### config.mk
export PLATFORM = sky130hd
export DESIGN_NAME = led_blink_sched
export DESIGN_NICKNAME = d
export VERILOG_FILES = /design/src/rtl/led_blink_sched_pkg.sv /design/src/rtl/sw_debounce.sv /design/src/rtl/led_blink_sched.sv
export SDC_FILE = /design/constraint.sdc
export NUM_CORES = 1
export LEC_CHECK = 0
export BUFFER_PORTS_ARGS = -buffer_cell sky130_fd_sc_hd__clkbuf_2
export CAP_MARGIN = 20
export CORE_UTILIZATION = 35
export CTS_BUF_LIST = sky130_fd_sc_hd__clkbuf_8
export CTS_CLUSTER_SIZE = 16
export DETAILED_ROUTE_END_ITERATION = 10
export PLACE_DENSITY = 0.48
export SLEW_MARGIN = 20
export SYNTH_ARGS = -nofsm -noshare
export SYNTH_HDL_FRONTEND = slang
export SYNTH_HIERARCHICAL = 1
export SYNTH_SLANG_ARGS = --single-unit
### constraint.sdc
create_clock -name clk -period 3.25 [get_ports clk]
set_input_delay 0.4875 -clock clk [delete_from_list [all_inputs] [get_ports clk]]
set_output_delay 0.4875 -clock clk [all_outputs]
set_load 0.01 [all_outputs]
### src/rtl/led_blink_sched_pkg.sv
// Shared types and width helpers for the LED blink scheduler.
package led_blink_sched_pkg;

  typedef enum logic [1:0] {IDLE, ON, OFF, GAP} state_t;

  // Bits needed to hold a countdown that starts at max(on, off, gap) - 1.
  function automatic int timer_w(input int on_c, input int off_c, input int gap_c);
    int m;
    m = on_c;
    if (off_c > m) m = off_c;
    if (gap_c > m) m = gap_c;
    return (m < 2) ? 1 : $clog2(m);
  endfunction

  function automatic int blink_w(input int n_req);
    return $clog2(n_req + 1);
  endfunction

endpackage

### src/rtl/sw_debounce.sv
// 2-flop synchronizer plus counting debouncer for one raw switch.
module sw_debounce #(
  parameter int DB_LEN = 19
) (
  input  logic clk,
  input  logic rst,
  input  logic sw,
  output logic db
);

  localparam int CW = $clog2(DB_LEN + 1);

  logic [1:0]    sync;
  logic [CW-1:0] cnt;

  always_ff @(posedge clk) begin
    if (rst) begin
      sync <= '0;
      cnt  <= '0;
      db   <= 1'b0;
    end else begin
      sync <= {sync[0], sw};
      // Any cycle agreeing with the stable level restarts the run.
      if (sync[1] == db) begin
        cnt <= '0;
      end else if (cnt == CW'(DB_LEN - 1)) begin
        db  <= sync[1];
        cnt <= '0;
      end else begin
        cnt <= cnt + CW'(1);
      end
    end
  end

endmodule

### src/rtl/led_blink_sched.sv
// Round-robin scheduler: requester w blinks the shared LED w+1 times, then a dark gap.
module led_blink_sched
  import led_blink_sched_pkg::*;
#(
  parameter int N_REQ   = 4,
  parameter int DB_LEN  = 19,
  parameter int ON_CYC  = 12500000,
  parameter int OFF_CYC = 12500000,
  parameter int GAP_CYC = 25000000
) (
  input  logic                       clk,
  input  logic                       rst,
  input  logic [N_REQ-1:0]           sw,
  output logic                       ld,
  output logic                       busy,
  output logic [$clog2(N_REQ)-1:0]   grant_id,
  output logic [N_REQ-1:0]           pend
);

  localparam int GW = $clog2(N_REQ);
  localparam int TW = timer_w(ON_CYC, OFF_CYC, GAP_CYC);
  localparam int BW = blink_w(N_REQ);

  logic [N_REQ-1:0] db, db_q, rise, pend_clr;

  genvar g;
  generate
    for (g = 0; g < N_REQ; g++) begin : g_db
      sw_debounce #(.DB_LEN(DB_LEN)) u_db (
        .clk (clk),
        .rst (rst),
        .sw  (sw[g]),
        .db  (db[g])
      );
    end
  endgenerate

  assign rise = db & ~db_q;

  state_t          state, state_n;
  logic [TW-1:0]   timer, timer_n;
  logic [BW-1:0]   blink_left, blink_n;
  logic [GW-1:0]   grant_n, winner, cand;
  logic            found, ld_n;

  // Round-robin search starting just above the last grant.
  always_comb begin
    winner = grant_id;
    found  = 1'b0;
    cand   = '0;
    for (int k = 1; k <= N_REQ; k++) begin
      cand = GW'((int'(grant_id) + k) % N_REQ);
      if (!found && pend[cand]) begin
        found  = 1'b1;
        winner = cand;
      end
    end
  end

  always_comb begin
    state_n  = state;
    timer_n  = timer;
    blink_n  = blink_left;
    grant_n  = grant_id;
    pend_clr = '0;
    case (state)
      IDLE: if (found) begin
        grant_n          = winner;
        pend_clr[winner] = 1'b1;
        blink_n          = BW'(winner) + BW'(1);
        timer_n          = TW'(ON_CYC - 1);
        state_n          = ON;
      end
      ON: if (timer == '0) begin
        timer_n = TW'(OFF_CYC - 1);
        blink_n = blink_left - BW'(1);
        state_n = OFF;
      end else begin
        timer_n = timer - TW'(1);
      end
      OFF: if (timer == '0) begin
        if (blink_left != '0) begin
          timer_n = TW'(ON_CYC - 1);
          state_n = ON;
        end else begin
          timer_n = TW'(GAP_CYC - 1);
          state_n = GAP;
        end
      end else begin
        timer_n = timer - TW'(1);
      end
      GAP: if (timer == '0) begin
        state_n = IDLE;
      end else begin
        timer_n = timer - TW'(1);
      end
      default: state_n = IDLE;
    endcase
    ld_n = (state_n == ON);
  end

  always_ff @(posedge clk) begin
    if (rst) begin
      state      <= IDLE;
      timer      <= '0;
      blink_left <= '0;
      ld         <= 1'b0;
      grant_id   <= GW'(N_REQ - 1);
      pend       <= '0;
      db_q       <= '0;
    end else begin
      state      <= state_n;
      timer      <= timer_n;
      blink_left <= blink_n;
      ld         <= ld_n;
      grant_id   <= grant_n;
      db_q       <= db;
      // A new rise wins over the grant's clear so the request is not lost.
      pend       <= (pend & ~pend_clr) | rise;
    end
  end

  assign busy = (state != IDLE);

endmodule
# Word-level counts from Yosys, hierarchy flattened
# Index checks and enable logic that the tools add are counted.
# Widths: inputs -> output; s select.
# totals
ff_bits	73
out_inout_bits	8
input_bits	6
elab_cells	118
# classes
n_bitwise	9
mux	35
n_addsub	11
n_eq_ne	15
magnitude_cmp	6
reduce_logical	23
# op_table
cell	n
$mux 25	5
$pmux 25 s4	1
$logic_not 25->1	1
$sub 25x1->25 const B	1
$add 5x1->5 const B	4
$eq 5x5->1 const B	4
$mux 2	9
$lt 2x3->1 const B	5
$reduce_and 2->1	6
$reduce_or 3->1	4
$mux 1	9
$and 4x4->4	2
$bmux 1 s2	4
$mux 4	2
$not 4->4	2
$pmux 2 s4	1
$mux 3	2
$ne 2x2->1 const B	3
$pmux 3 s2	1
$add 2x1->2 const B	2
$add 2x2->2 const B	2
$eq 1x1->1	4
$eq 2x1->1 const B	2
$eq 2x2->1 const B	2
12 further kinds	21

# Logic depth before layout (Yosys ltp)
# Gate-level depths: netlist of the first run.
# logic_depth
depth_word	22
mapped_depth	9
ltp_nobuf	9

# By module
# Netlist of the first run, hierarchy kept.
# modules_own_cells
mod	n_inst	seq_area_each_um2	cells_per_inst	area_per_inst_um2
led_blink_sched	1	820.8	302	2436.1
sw_debounce	4	160.2	28	319.1

# Worst setup path after synthesis of the first run
# No wires, ideal clock.
# synth_path
path_type	reg2reg
start	register timer[0]
end	register timer[14]
path_stages_with_launch	9
path_buffers	1
period_less_slack_ns	2.334
path_slack_ns	0.916
required_ns	3.176
setup_time_ns	0.074
t_arrival_ns	2.260
cell_sequence	dfxtp_1 > inv_1 > ha_1 > clkbuf_1 > or4b_2 > or4_4 > a2111oi_2 > o21ai_1 > a31oi_1
# synth_via
elab_chain_cells	3
word_cells_on_any_way	8
classes_between	add/sub: 1; eq/ne: 1; mux: 4; reduce/logical: 2
# synth_lines
element	line	text
from (decl)	led_blink_sched.sv:41	logic [TW-1:0] timer, timer_n;
from (signal assigned)	led_blink_sched.sv:113	timer <= timer_n;
$sub 25x1->25 / $logic_not 25->1 (equally long branches)	-	
$mux 25, or another cell as far along	led_blink_sched.sv:92	GAP: if (timer == '0) begin
$pmux 25 s4 / $reduce_and 2->1 (equally long branches)	-	
# Several ways; a longest one is shown, not always the timed one. The select of a mux whose other input is x is not followed.
# A chain may end at the register's enable or synchronous reset.

# Worst setup path in the final report of the first run
# Ends and elaborated chain as after synthesis.

==> results.cfg, run 1 <==
[cts]
ctsLongestPathBuffers = 2
tritoncts.num_buffers = 9
cts-resized-gates = 0
path_clk_slew_ns = 0.08
tritoncts_clock_tree = built
worst_skew_pair.late_latency_ns = 0.35
cts_root_buffer = clkbuf_8
cts.repair_timing.setup_buffer_count = 0
number_of_h_tree_levels = 3
cts.sinks = 73
post_cts_hold_buffer_count = 0

[outcome]
run_status = completed

[grt]
first_global_vias = 2857
grt_max_degree = 31
first_pass_grt_wire_length_mm = 14.0
grt_antenna_before_repair = 0
grt-ovfl-total = 0
gr-usage-all-layers = 0.163

[finish]
post-route-cell-area_sq_um = 4150
final_net_count = 451
utilization = 0.402
fill_cells = 1061
area.growth.synth_to_final_pct = 11.9
layoutNonFillerInstCount = 571
antenna_cells_inserted = 0
final_layout_size_suffix_gt1_frac = 0.179

[sta]
relSlewSlack = 0.573
max_clock_skew_ns = 0.00694
worstMarginPinSlew_ns = 0.641
fin_tns_setup_ns = 0
max_freq_mhz = 389
rsz0062_at_grt = no
endpoints_failing_setup = 0
hold_viol = 0
slew_viol_final = 0
setup_ws_ns = 0.679
layout_min_cycle_time_ns = 2.57
fin_crit_sh = 0.791
timing.hold.ws_ns = 0.338

[floorplan]
die_height_um = 105
coreArea_sq_um = 10300
top_level_i_o_count = 14
die_area_sq_um = 11000
rows = 37
floorplan.die.width_um = 105
starting_density = 0.360

[yosys]
syn-mean-instance-area_sq_um = 8.97
synth_top_area_share = 0.394
yosys_warnings = 6
yosysMostFrequentCell = dfxtp_1
synth.net_count = 435
async_flop_share = 0
synth.cells.most_frequent = dfxtp_1, nor2_1, a21oi_1
netlist_top_cells_area = dfxtp_1, ha_1, xor2_1
synth_flop_cell = dfxtp_1
yosys.area.top_type = dfxtp_1
seq_area_frac_synth = 0.394
mappedNetlistArea_sq_um = 3710
synth_enable_flop_cells = 0
synthesis.instances = 414
synth-seq-cells = 73
ys_types = 59

[run]
max_cap_violations = 0

[setup_path]
startpoint_to_endpoint_class_of_the_critical_path = register to register
worst_r2r_path_depth = 7
regToRegSetupSlack_ns = 0.68
timing.critical_path.arrival_ns = 2.86
setup.worst_path.start_class = register
crit_fanout = 10
r2r_start = timer[0]$_SDFFE_PP0P_
critPathCaptureType = register
rr_endpoint = timer[14]$_SDFFE_PP0P_
data_required_time_of_the_worst_path_ns = 3.53

[detailed_routing]
wire_per_inst_um = 14.9
ant_nets = 0
routed_wl_mm = 8.51
avgViaCountPerCell = 5.33
detail_route.drc_violations = 0
drt_first_iter_violations = 119
firstDrtPassIters = 4
dr_total_vias = 3042

[power_and_ir_drop]
p_leak_nw = 1.54
post-layout-total-power_mw = 1.73
pwr_density_cell_nw_per_um2 = 417
internal-power_mw = 1.34
switching_share = 0.223
power.sequential.fraction = 0.522
p_sw_mw = 0.387
power_frac_comb = 0.017
power.share.clock = 0.461
ir_worst_vdd_uv = 231

[worst_hold_path]
min-delay-start = sw[1]
worstHoldEndpoint = g_db[1].u_db/sync[0]$_SDFF_PP0_
hold_path_depth = 2
holdCritPathClass = primary input to register

[placed_design]
io_buffers = 13
detailedPlace.worstSlack_ns = 0.726
gp_routability_congestion = 0.905
placed_cells = 555
detailed_place_hpwl_mm = 6.15
placed_cell_area_sq_um = 3940
-- kinds of logic after synthesis --
family,Yosys count,share of synthesized area
fa+ha+maj,15,0.0506
xor+xnor,28,0.0661
buf+inv,31,0.0347
flops,73,0.394
simple gates,177,0.293
compound gates,86,0.151
mux,4,0.0108
-- power groups by stage --
stage          logic (mW)  clock network, mW  registers, mW
5_1_grt            0.0340              0.865          0.904
2_1_floorplan      0.0199                  0          0.924
3_3_place_gp       0.0312                  0          0.924
6_report           0.0302              0.798          0.903
3_5_place_dp       0.0311                  0          0.924
4_1_cts            0.0312              0.822          0.903
-- how the worst max path moves through the flow --
stage	startpoint	end	slack (ns)	depth (start not counted)
floorplan	timer[0]$_SDFFE_PP0P_	timer[14]$_SDFFE_PP0P_	0.92	8
global placement	timer[0]$_SDFFE_PP0P_	timer[14]$_SDFFE_PP0P_	0.66	7
detailed placement	timer[0]$_SDFFE_PP0P_	timer[14]$_SDFFE_PP0P_	0.73	7
CTS	timer[0]$_SDFFE_PP0P_	timer[14]$_SDFFE_PP0P_	0.69	7
global route	timer[0]$_SDFFE_PP0P_	timer[14]$_SDFFE_PP0P_	0.56	7
finish	timer[0]$_SDFFE_PP0P_	timer[14]$_SDFFE_PP0P_	0.68	7
-- sequential cells by signal, summed over array words and instances, names as in the netlist --
signal and flops:
timer 25, g_db.u_db/sync 8, blink_left 3, db_q 4, pend 4, g_db.u_db/db 4
g_db.u_db/cnt 20, grant_id 2, ld 1, state 2
-- critical path, cell delays in order (launching register included) --
cell and delay (ns):
dfxtp_1 0.36, inv_1 0.07, ha_1 0.39, or4b_2 0.63, or4_4 0.45, a2111oi_2 0.34, o21ai_1 0.13, a31oi_1 0.13
-- cell type report --
| class | instances | area [sq um] | share of cell area |
|---|---|---|---|
| Clock buffer | 9 | 124 | 0.0298 |
| Clock inverter | 7 | 93.8 | 0.0226 |
| Inverter | 15 | 56.3 | 0.0136 |
| Multi-Input combinational cell | 310 | 2120 | 0.511 |
| Sequential cell | 73 | 1460 | 0.352 |
| Tap cell | 136 | 170 | 0.0410 |
| Timing Repair Buffer | 21 | 125 | 0.0301 |
-- cell usage in the layout (no fill, tap or decap), types with 3 or more instances in the layout --
cell type	count
nand3_1	13
or3_4	4
buf_4	8
xnor2_1	8
o22ai_1	3
nand2_1	16
and4_1	3
nor4_1	8
o21ai_0	12
nor2_2	20
ha_1	15
or4_4	3
o31ai_1	3
or3_1	4
clkbuf_2	13
nor3_1	11
nor4bb_2	4
mux2i_1	4
nand4_1	7
a21oi_1	29
nor2_1	33
o21a_1	3
or4_1	6
nor2b_1	18
dfxtp_1	73
nand2b_1	10
a211oi_1	6
clkbuf_8	9
a31oi_1	4
xor2_1	20
o211ai_1	8
inv_1	16
-- layer usage --
layer  track usage  up-vias  wire length [um]
li1              -     1518                 -
met1         0.201     1434              3890
met2         0.269       73              4020
met3        0.0331       17               388
met4        0.0805        0               215
met5             0        -                 0
Note: power is estimated with default switching activity, not from simulation.
==> inputs of run 2 (changes only) <==
--- a/config.mk
+++ b/config.mk
@@ -11,7 +11,7 @@
 export CTS_BUF_LIST = sky130_fd_sc_hd__clkbuf_8
 export CTS_CLUSTER_SIZE = 16
 export DETAILED_ROUTE_END_ITERATION = 10
-export PLACE_DENSITY = 0.48
+export PLACE_DENSITY = 0.5
 export SLEW_MARGIN = 20
 export SYNTH_ARGS = -nofsm -noshare
 export SYNTH_HDL_FRONTEND = slang
==> constraint.sdc (replaced) <==
create_clock -name clk -period 2.2 [get_ports clk]
set_input_delay 0.33 -clock clk [delete_from_list [all_inputs] [get_ports clk]]
set_output_delay 0.33 -clock clk [all_outputs]
set_load 0.01 [all_outputs]
==> run 2 against run 1 <==
Against the previous run: final cell count grew 6.3%; via count grew 3.0%; routed wire length rose by 3.4%; first-iteration DRC count increased by 0.84%; sequential power increased by 47%; highest routed layer unchanged.
==> results.cfg, run 2 (synthesis results as in run 1) <==
[cts]
number_of_h_tree_levels = 3
path_clk_slew_ns = 0.09
tritoncts.num_buffers = 9
cts_root_buffer = clkbuf_8
cts.sinks = 73
ctsLongestPathBuffers = 2
worst_skew_pair.late_latency_ns = 0.35
post_cts_hold_buffer_count = 0
tritoncts_clock_tree = built

[setup_path]
critPathCaptureType = register
timing.critical_path.arrival_ns = 2.41
endpoint = timer[16]$_SDFFE_PP0P_
worst_r2r_path_depth = 6
r2r_start = timer[2]$_SDFFE_PP0P_
crit_start = timer[2]$_SDFFE_PP0P_
critPathMostFrequentCell = or4_4
worst_path_largest_cell_delay_ns = 0.57
critical_path.cell_chain = or4_4, buf_4, or4_4, nor4_4, nor2_1, a211oi_1
regToRegSetupSlack_ns = 0.06
rr_endpoint = timer[16]$_SDFFE_PP0P_
setup.worst_path.start_class = register
startpoint_to_endpoint_class_of_the_critical_path = register to register
data_required_time_of_the_worst_path_ns = 2.47
crit_fanout = 4
slowest_stage = or4_4

[sta]
relSlewSlack = 0.672
slew_viol_final = 0
hold_viol = 0
fin_crit_sh = 0.974
rsz0062_at_grt = no
endpoints_failing_setup = 0
max_clock_skew_ns = 0.0180
timing.hold.ws_ns = 0.196
worstMarginPinSlew_ns = 0.492
fin_tns_setup_ns = 0
max_freq_mhz = 467
layout_min_cycle_time_ns = 2.14

[power_and_ir_drop]
post-layout-total-power_mw = 2.48
power_frac_comb = 0.020
ir_worst_vdd_uv = 309
internal-power_mw = 1.88
p_leak_nw = 1.73
p_sw_mw = 0.599
switching_share = 0.242
pwr_density_cell_nw_per_um2 = 550
power.share.clock = 0.442
power.sequential.fraction = 0.538

[detailed_routing]
detail_route.drc_violations = 0
routed_wl_mm = 8.80
firstDrtPassIters = 4
wire_per_inst_um = 14.5
ant_nets = 0
dr_total_vias = 3133
avgViaCountPerCell = 5.16
drt_first_iter_violations = 120

[placed_design]
detailed_place_hpwl_mm = 6.35
gp_routability_congestion = 0.810
io_buffers = 13

[finish]
layout.cells.most_common_list = dfxtp_1, buf_4, nor2_1, a21oi_1
antenna_cells_inserted = 0
max_flop_register = timer
final_net_count = 487
fill_cells = 1019
flip_flop_count_of_the_largest_register_after_layout = 25
final_layout_size_suffix_gt1_frac = 0.263
largest_registers_in_the_final_layout = timer x25, g_db.u_db/cnt x20, g_db.u_db/sync x8
most_common_cell_after_layout_fill_and_taps_aside = dfxtp_1
area.growth.synth_to_final_pct = 21.4

[floorplan]
starting_density = 0.360
floorplan.die.width_um = 105
die_height_um = 105
die_area_sq_um = 11000
top_level_i_o_count = 14
rows = 37
coreArea_sq_um = 10300

[grt]
grt-ovfl-total = 0
first_global_vias = 3065
first_pass_grt_wire_length_mm = 14.8
grt_max_degree = 24
gr-usage-all-layers = 0.169
grt_antenna_before_repair = 0

[worst_hold_path]
holdCritPathClass = primary input to register

[run]
max_cap_violations = 0

[outcome]
run_status = completed
-- run 2: critical path, delay by kind of cell, from the launching register on --
| kind | cells | cell delay, ns |
|---|---|---|
| compound gates | 1 | 0.20 |
| simple gates | 4 | 1.39 |
| buf+inv | 1 | 0.17 |
| flops | 1 | 0.32 |
-- run 2: stage by stage --
step           area (sq um)  setup WS [ns]  utilization  cells
2_1_floorplan          3740         0.0536            -    414
3_3_place_gp           4230         0.0491        0.410    590
3_5_place_dp           4230         0.0298        0.410    590
4_1_cts                4430        0.00379        0.429    606
5_1_grt                4510        0.00351        0.437    607
6_report               4510         0.0581        0.437    607
-- run 2: area by class of cell --
class                   count  area (sq um)  area share
clock inverters             7          73.8      0.0164
multi-input cells         310          2210       0.490
well taps                 136           170      0.0377
repair buffers             57           412      0.0913
inverters                  15          56.3      0.0125
clock buffers               9           124      0.0275
flip-flops and latches     73          1470       0.325
-- run 2: power groups by stage --
| stage | combinational [mW] | clock (mW) | sequential [mW] |
|---|---|---|---|
| 2_1_floorplan | 0.0294 | 0 | 1.36 |
| 3_3_place_gp | 0.0496 | 0 | 1.37 |
| 3_5_place_dp | 0.0503 | 0 | 1.37 |
| 4_1_cts | 0.0504 | 1.13 | 1.33 |
| 5_1_grt | 0.0554 | 1.18 | 1.34 |
| 6_report | 0.0502 | 1.10 | 1.33 |
-- run 2: repair_timing --
item | in CTS | in global routing
setup endpoints to repair | 0 | 19
resized for setup | 0 | 16
setup buffers | 0 | 1
-- run 2: routing by layer --
metal / GRT usage / vias up / wire length (um)
li1: - / 1593 / -
met1: 0.214 / 1461 / 4190
met2: 0.288 / 67 / 4140
met3: 0.0306 / 12 / 354
met4: 0.0543 / 0 / 119
met5: 0 / - / 0
-- run 2: worst min-delay path by stage --
| stage | start | end | slack (ns) | depth (start not counted) |
|---|---|---|---|---|
| after CTS | sw[1] | g_db[1].u_db/sync[0]$_SDFF_PP0_ | 0.17 | 2 |
| after global routing | sw[1] | g_db[1].u_db/sync[0]$_SDFF_PP0_ | 0.18 | 2 |
| after global placement | g_db[3].u_db/sync[0]$_SDFF_PP0_ | g_db[3].u_db/sync[1]$_SDFF_PP0_ | 0.43 | 1 |
| after detailed placement | g_db[3].u_db/sync[0]$_SDFF_PP0_ | g_db[3].u_db/sync[1]$_SDFF_PP0_ | 0.43 | 1 |
| final | sw[1] | g_db[1].u_db/sync[0]$_SDFF_PP0_ | 0.20 | 2 |
| after floorplan | rst | g_db[0].u_db/sync[0]$_SDFF_PP0_ | 0.40 | 1 |
==> inputs of run 3 (changes only) <==
--- a/config.mk
+++ b/config.mk
@@ -5,6 +5,7 @@
 export SDC_FILE = /design/constraint.sdc
 export NUM_CORES = 1
 export LEC_CHECK = 0
+export ABC_AREA = 1
 export BUFFER_PORTS_ARGS = -buffer_cell sky130_fd_sc_hd__clkbuf_2
 export CAP_MARGIN = 20
 export CORE_UTILIZATION = 35
@@ -12,6 +13,7 @@
 export CTS_CLUSTER_SIZE = 16
 export DETAILED_ROUTE_END_ITERATION = 10
 export PLACE_DENSITY = 0.5
+export SKIP_CTS_REPAIR_TIMING = 1
 export SLEW_MARGIN = 20
 export SYNTH_ARGS = -nofsm -noshare
 export SYNTH_HDL_FRONTEND = slang
==> constraint.sdc (replaced) <==
create_clock -name clk -period 1.9 [get_ports clk]
set_input_delay 0.285 -clock clk [delete_from_list [all_inputs] [get_ports clk]]
set_output_delay 0.285 -clock clk [all_outputs]
set_load 0.01 [all_outputs]
==> run 3 against run 2 <==
Against the previous run: the flow now finishes with violations (DRC, setup timing); sequential share of layout area down 4.6 points; global-route usage rose by 0.86 points; clock skew shrank 0.0048 ns; core utilization is 1.9 points higher; via count grew 27%; critical endpoint is now blink_left[1]$_SDFFE_PP0P_; fmax rose by 8.7%; worst setup slack worse by 0.13 ns; first-iteration DRC count is 78% higher; final cell count grew 38%; sequential power is 55% higher.
==> results.cfg, run 3 <==
[yosys]
netlist_top_cells_area = dfxtp_1, nand2_1, nor2_1
synth_enable_flop_cells = 0
syn-mean-instance-area_sq_um = 6.64
mappedNetlistArea_sq_um = 4230
synth.net_count = 657
yosys.area.top_type = dfxtp_1
synth_flop_cell = dfxtp_1
post_synth_xor_area_fraction = 0.0290
synthMuxAreaShare = 0
async_flop_share = 0
ys_types = 36
synth_compound_area_frac = 0.0785
synth-seq-cells = 73
synth_adder_area_share = 0.0444
synth.cells.most_frequent = nand2_1, nor2_1, inv_1
yosysMostFrequentCell = nand2_1
yosys_warnings = 6
synthesis.instances = 636
seq_area_frac_synth = 0.346
synth_top_family_by_area = simple AND/OR/NAND/NOR gates
synth_top_area_share = 0.346
yosys.area_share.simple = 0.397

[finish]
utilization = 0.455
area.growth.synth_to_final_pct = 25.1
final_net_count = 713
largest_registers_in_the_final_layout = timer x25, g_db.u_db/cnt x20, g_db.u_db/sync x8
antenna_cells_inserted = 0
final_layout_size_suffix_gt1_frac = 0.251
max_flop_register = timer
flip_flop_count_of_the_largest_register_after_layout = 25
post-route-cell-area_sq_um = 5290
layout.cells.most_common_list = nand2_1, nor2_1, inv_1, dfxtp_1, nand3_1
most_common_cell_after_layout_fill_and_taps_aside = nand2_1

[detailed_routing]
routed_wl_mm = 10.7
detail_route.drc_violations = 1
avgViaCountPerCell = 4.74
firstDrtPassIters = 7
wire_per_inst_um = 12.7
ant_nets = 0
drt_first_iter_violations = 213
dr_total_vias = 3982

[sta]
max_freq_mhz = 507
layout_min_cycle_time_ns = 1.97
hold_viol = 0
setup_ws_ns = -0.0711
fin_crit_sh = 1.04
max_clock_skew_ns = 0.0132
rsz0062_at_grt = yes
worstMarginPinSlew_ns = 0.516
slew_viol_final = 0
fin_tns_setup_ns = -0.103
endpoints_failing_setup = 2
timing.hold.ws_ns = 0.111
relSlewSlack = 0.656

[floorplan]
die_height_um = 112
coreArea_sq_um = 11600
rows = 39
die_area_sq_um = 12500
starting_density = 0.364
top_level_i_o_count = 14
floorplan.die.width_um = 112

[placed_design]
io_buffers = 13
detailed_place_hpwl_mm = 7.81
placed_cell_area_sq_um = 4670
gp_routability_congestion = 0.836

[power_and_ir_drop]
power.share.clock = 0.184
p_sw_mw = 3.62
switching_share = 0.446
post-layout-total-power_mw = 8.11
pwr_density_cell_nw_per_um2 = 1530
power.sequential.fraction = 0.254
p_leak_nw = 2.46
ir_worst_vdd_uv = 578
power_frac_comb = 0.562
internal-power_mw = 4.50

[setup_path]
critical_path.cell_chain = inv_4, nand2_1, nand2_2, nand2_2, nand2_4, inv_2, nand2_2, o211ai_1, o211ai_1, nand2_2, inv_2, ha_4, nor2_4, o21ai_2, a21oi_2
crit_path_buf_inv_count = 3
worst_r2r_path_depth = 15
setup.worst_path.start_class = register
regToRegSetupSlack_ns = -0.07
r2r_start = grant_id[1]$_SDFFE_PP1P_
rr_endpoint = blink_left[1]$_SDFFE_PP0P_
worst_path_dominant_cell_family = simple AND/OR/NAND/NOR gates
slowest_stage = dfxtp_4
worst_path_largest_cell_delay_ns = 0.41
startpoint_to_endpoint_class_of_the_critical_path = register to register
critPathMostFrequentCell = nand2_2
data_required_time_of_the_worst_path_ns = 2.15
timing.critical_path.arrival_ns = 2.23
crit_fanout = 6
critPathCaptureType = register

[cts]
path_clk_slew_ns = 0.09
cts_root_buffer = clkbuf_8
number_of_h_tree_levels = 3
ctsLongestPathBuffers = 2
tritoncts.num_buffers = 9
tritoncts_clock_tree = built
cts.sinks = 73
worst_skew_pair.late_latency_ns = 0.36

[grt]
first_pass_grt_wire_length_mm = 17.5
grt_max_degree = 25
grt-ovfl-total = 0
grt_antenna_before_repair = 0
gr-usage-all-layers = 0.177
first_global_vias = 3669

[run]
max_cap_violations = 0

[outcome]
run_status = complete, but fails checks
failed_checks = DRC, setup timing

[worst_hold_path]
worstHoldEndpoint = g_db[1].u_db/sync[0]$_SDFF_PP0_
min-delay-start = sw[1]
holdCritPathClass = primary input to register
hold_path_depth = 3
==> run 3: cell families (layout without fill, tap and decap cells) <==
| kind of cell | after synthesis | in the layout |
|---|---|---|
| compound gates | 59 | 59 |
| xor+xnor | 14 | 14 |
| fa+ha+maj | 15 | 15 |
| buf+inv | 113 | 174 |
| flops | 73 | 73 |
| simple gates | 362 | 362 |
==> run 3: worst min-delay path: stages <==
cell and delay (ns):
clkbuf_2 0.08, inv_1 0.04, nor2_1 0.03
==> run 3: worst max-delay path by stage <==
| stage | from | to | slack [ns] | cells after the start |
|---|---|---|---|---|
| 6_report | grant_id[1]$_SDFFE_PP1P_ | blink_left[1]$_SDFFE_PP0P_ | -0.07 | 15 |
| 5_1_grt | grant_id[1]$_SDFFE_PP1P_ | blink_left[1]$_SDFFE_PP0P_ | -0.20 | 15 |
| 4_1_cts | grant_id[0]$_SDFFE_PP1P_ | blink_left[1]$_SDFFE_PP0P_ | -0.17 | 15 |
| 3_5_place_dp | grant_id[0]$_SDFFE_PP1P_ | blink_left[1]$_SDFFE_PP0P_ | -0.15 | 15 |
| 3_3_place_gp | grant_id[0]$_SDFFE_PP1P_ | blink_left[1]$_SDFFE_PP0P_ | -0.007 | 15 |
| 2_1_floorplan | grant_id[0]$_SDFFE_PP1P_ | blink_left[1]$_SDFFE_PP0P_ | 0.02 | 14 |
==> run 3: metal layers <==
layer  routed length, um  vias up  global-route usage
met5                   0        -                   0
met4                 125        0              0.0514
met3                 286        8              0.0441
met2                4830       37               0.276
met1                5460     1833               0.241
li1                    -     2104                   -
==> run 3: power groups by stage <==
stage          combinational (mW)  sequential [mW]  clock, mW
5_1_grt                      5.10             2.09       1.63
3_3_place_gp                 3.61             2.07          0
2_1_floorplan                2.56             2.03          0
6_report                     4.56             2.06       1.49
3_5_place_dp                 3.61             2.07          0
4_1_cts                      3.63             2.04       1.55
==> run 3: metrics by stage <==
| step | instances | setup WS (ns) |
|---|---|---|
| floorplan | 636 | 0.0167 |
| global placement | 816 | -0.00672 |
| detailed placement | 816 | -0.154 |
| CTS | 832 | -0.175 |
| global route | 840 | -0.197 |
| finish | 840 | -0.0711 |
==> run 3: final cells by class <==
class,count,area (sq um)
Timing Repair Buffer,55,442
Tap cell,143,179
Multi-Input combinational cell,450,2540
Inverter,102,405
Clock buffer,9,124
Clock inverter,7,116
Sequential cell,73,1470
Timing Repair inverter,1,8.76
Fill cell,1204,6330
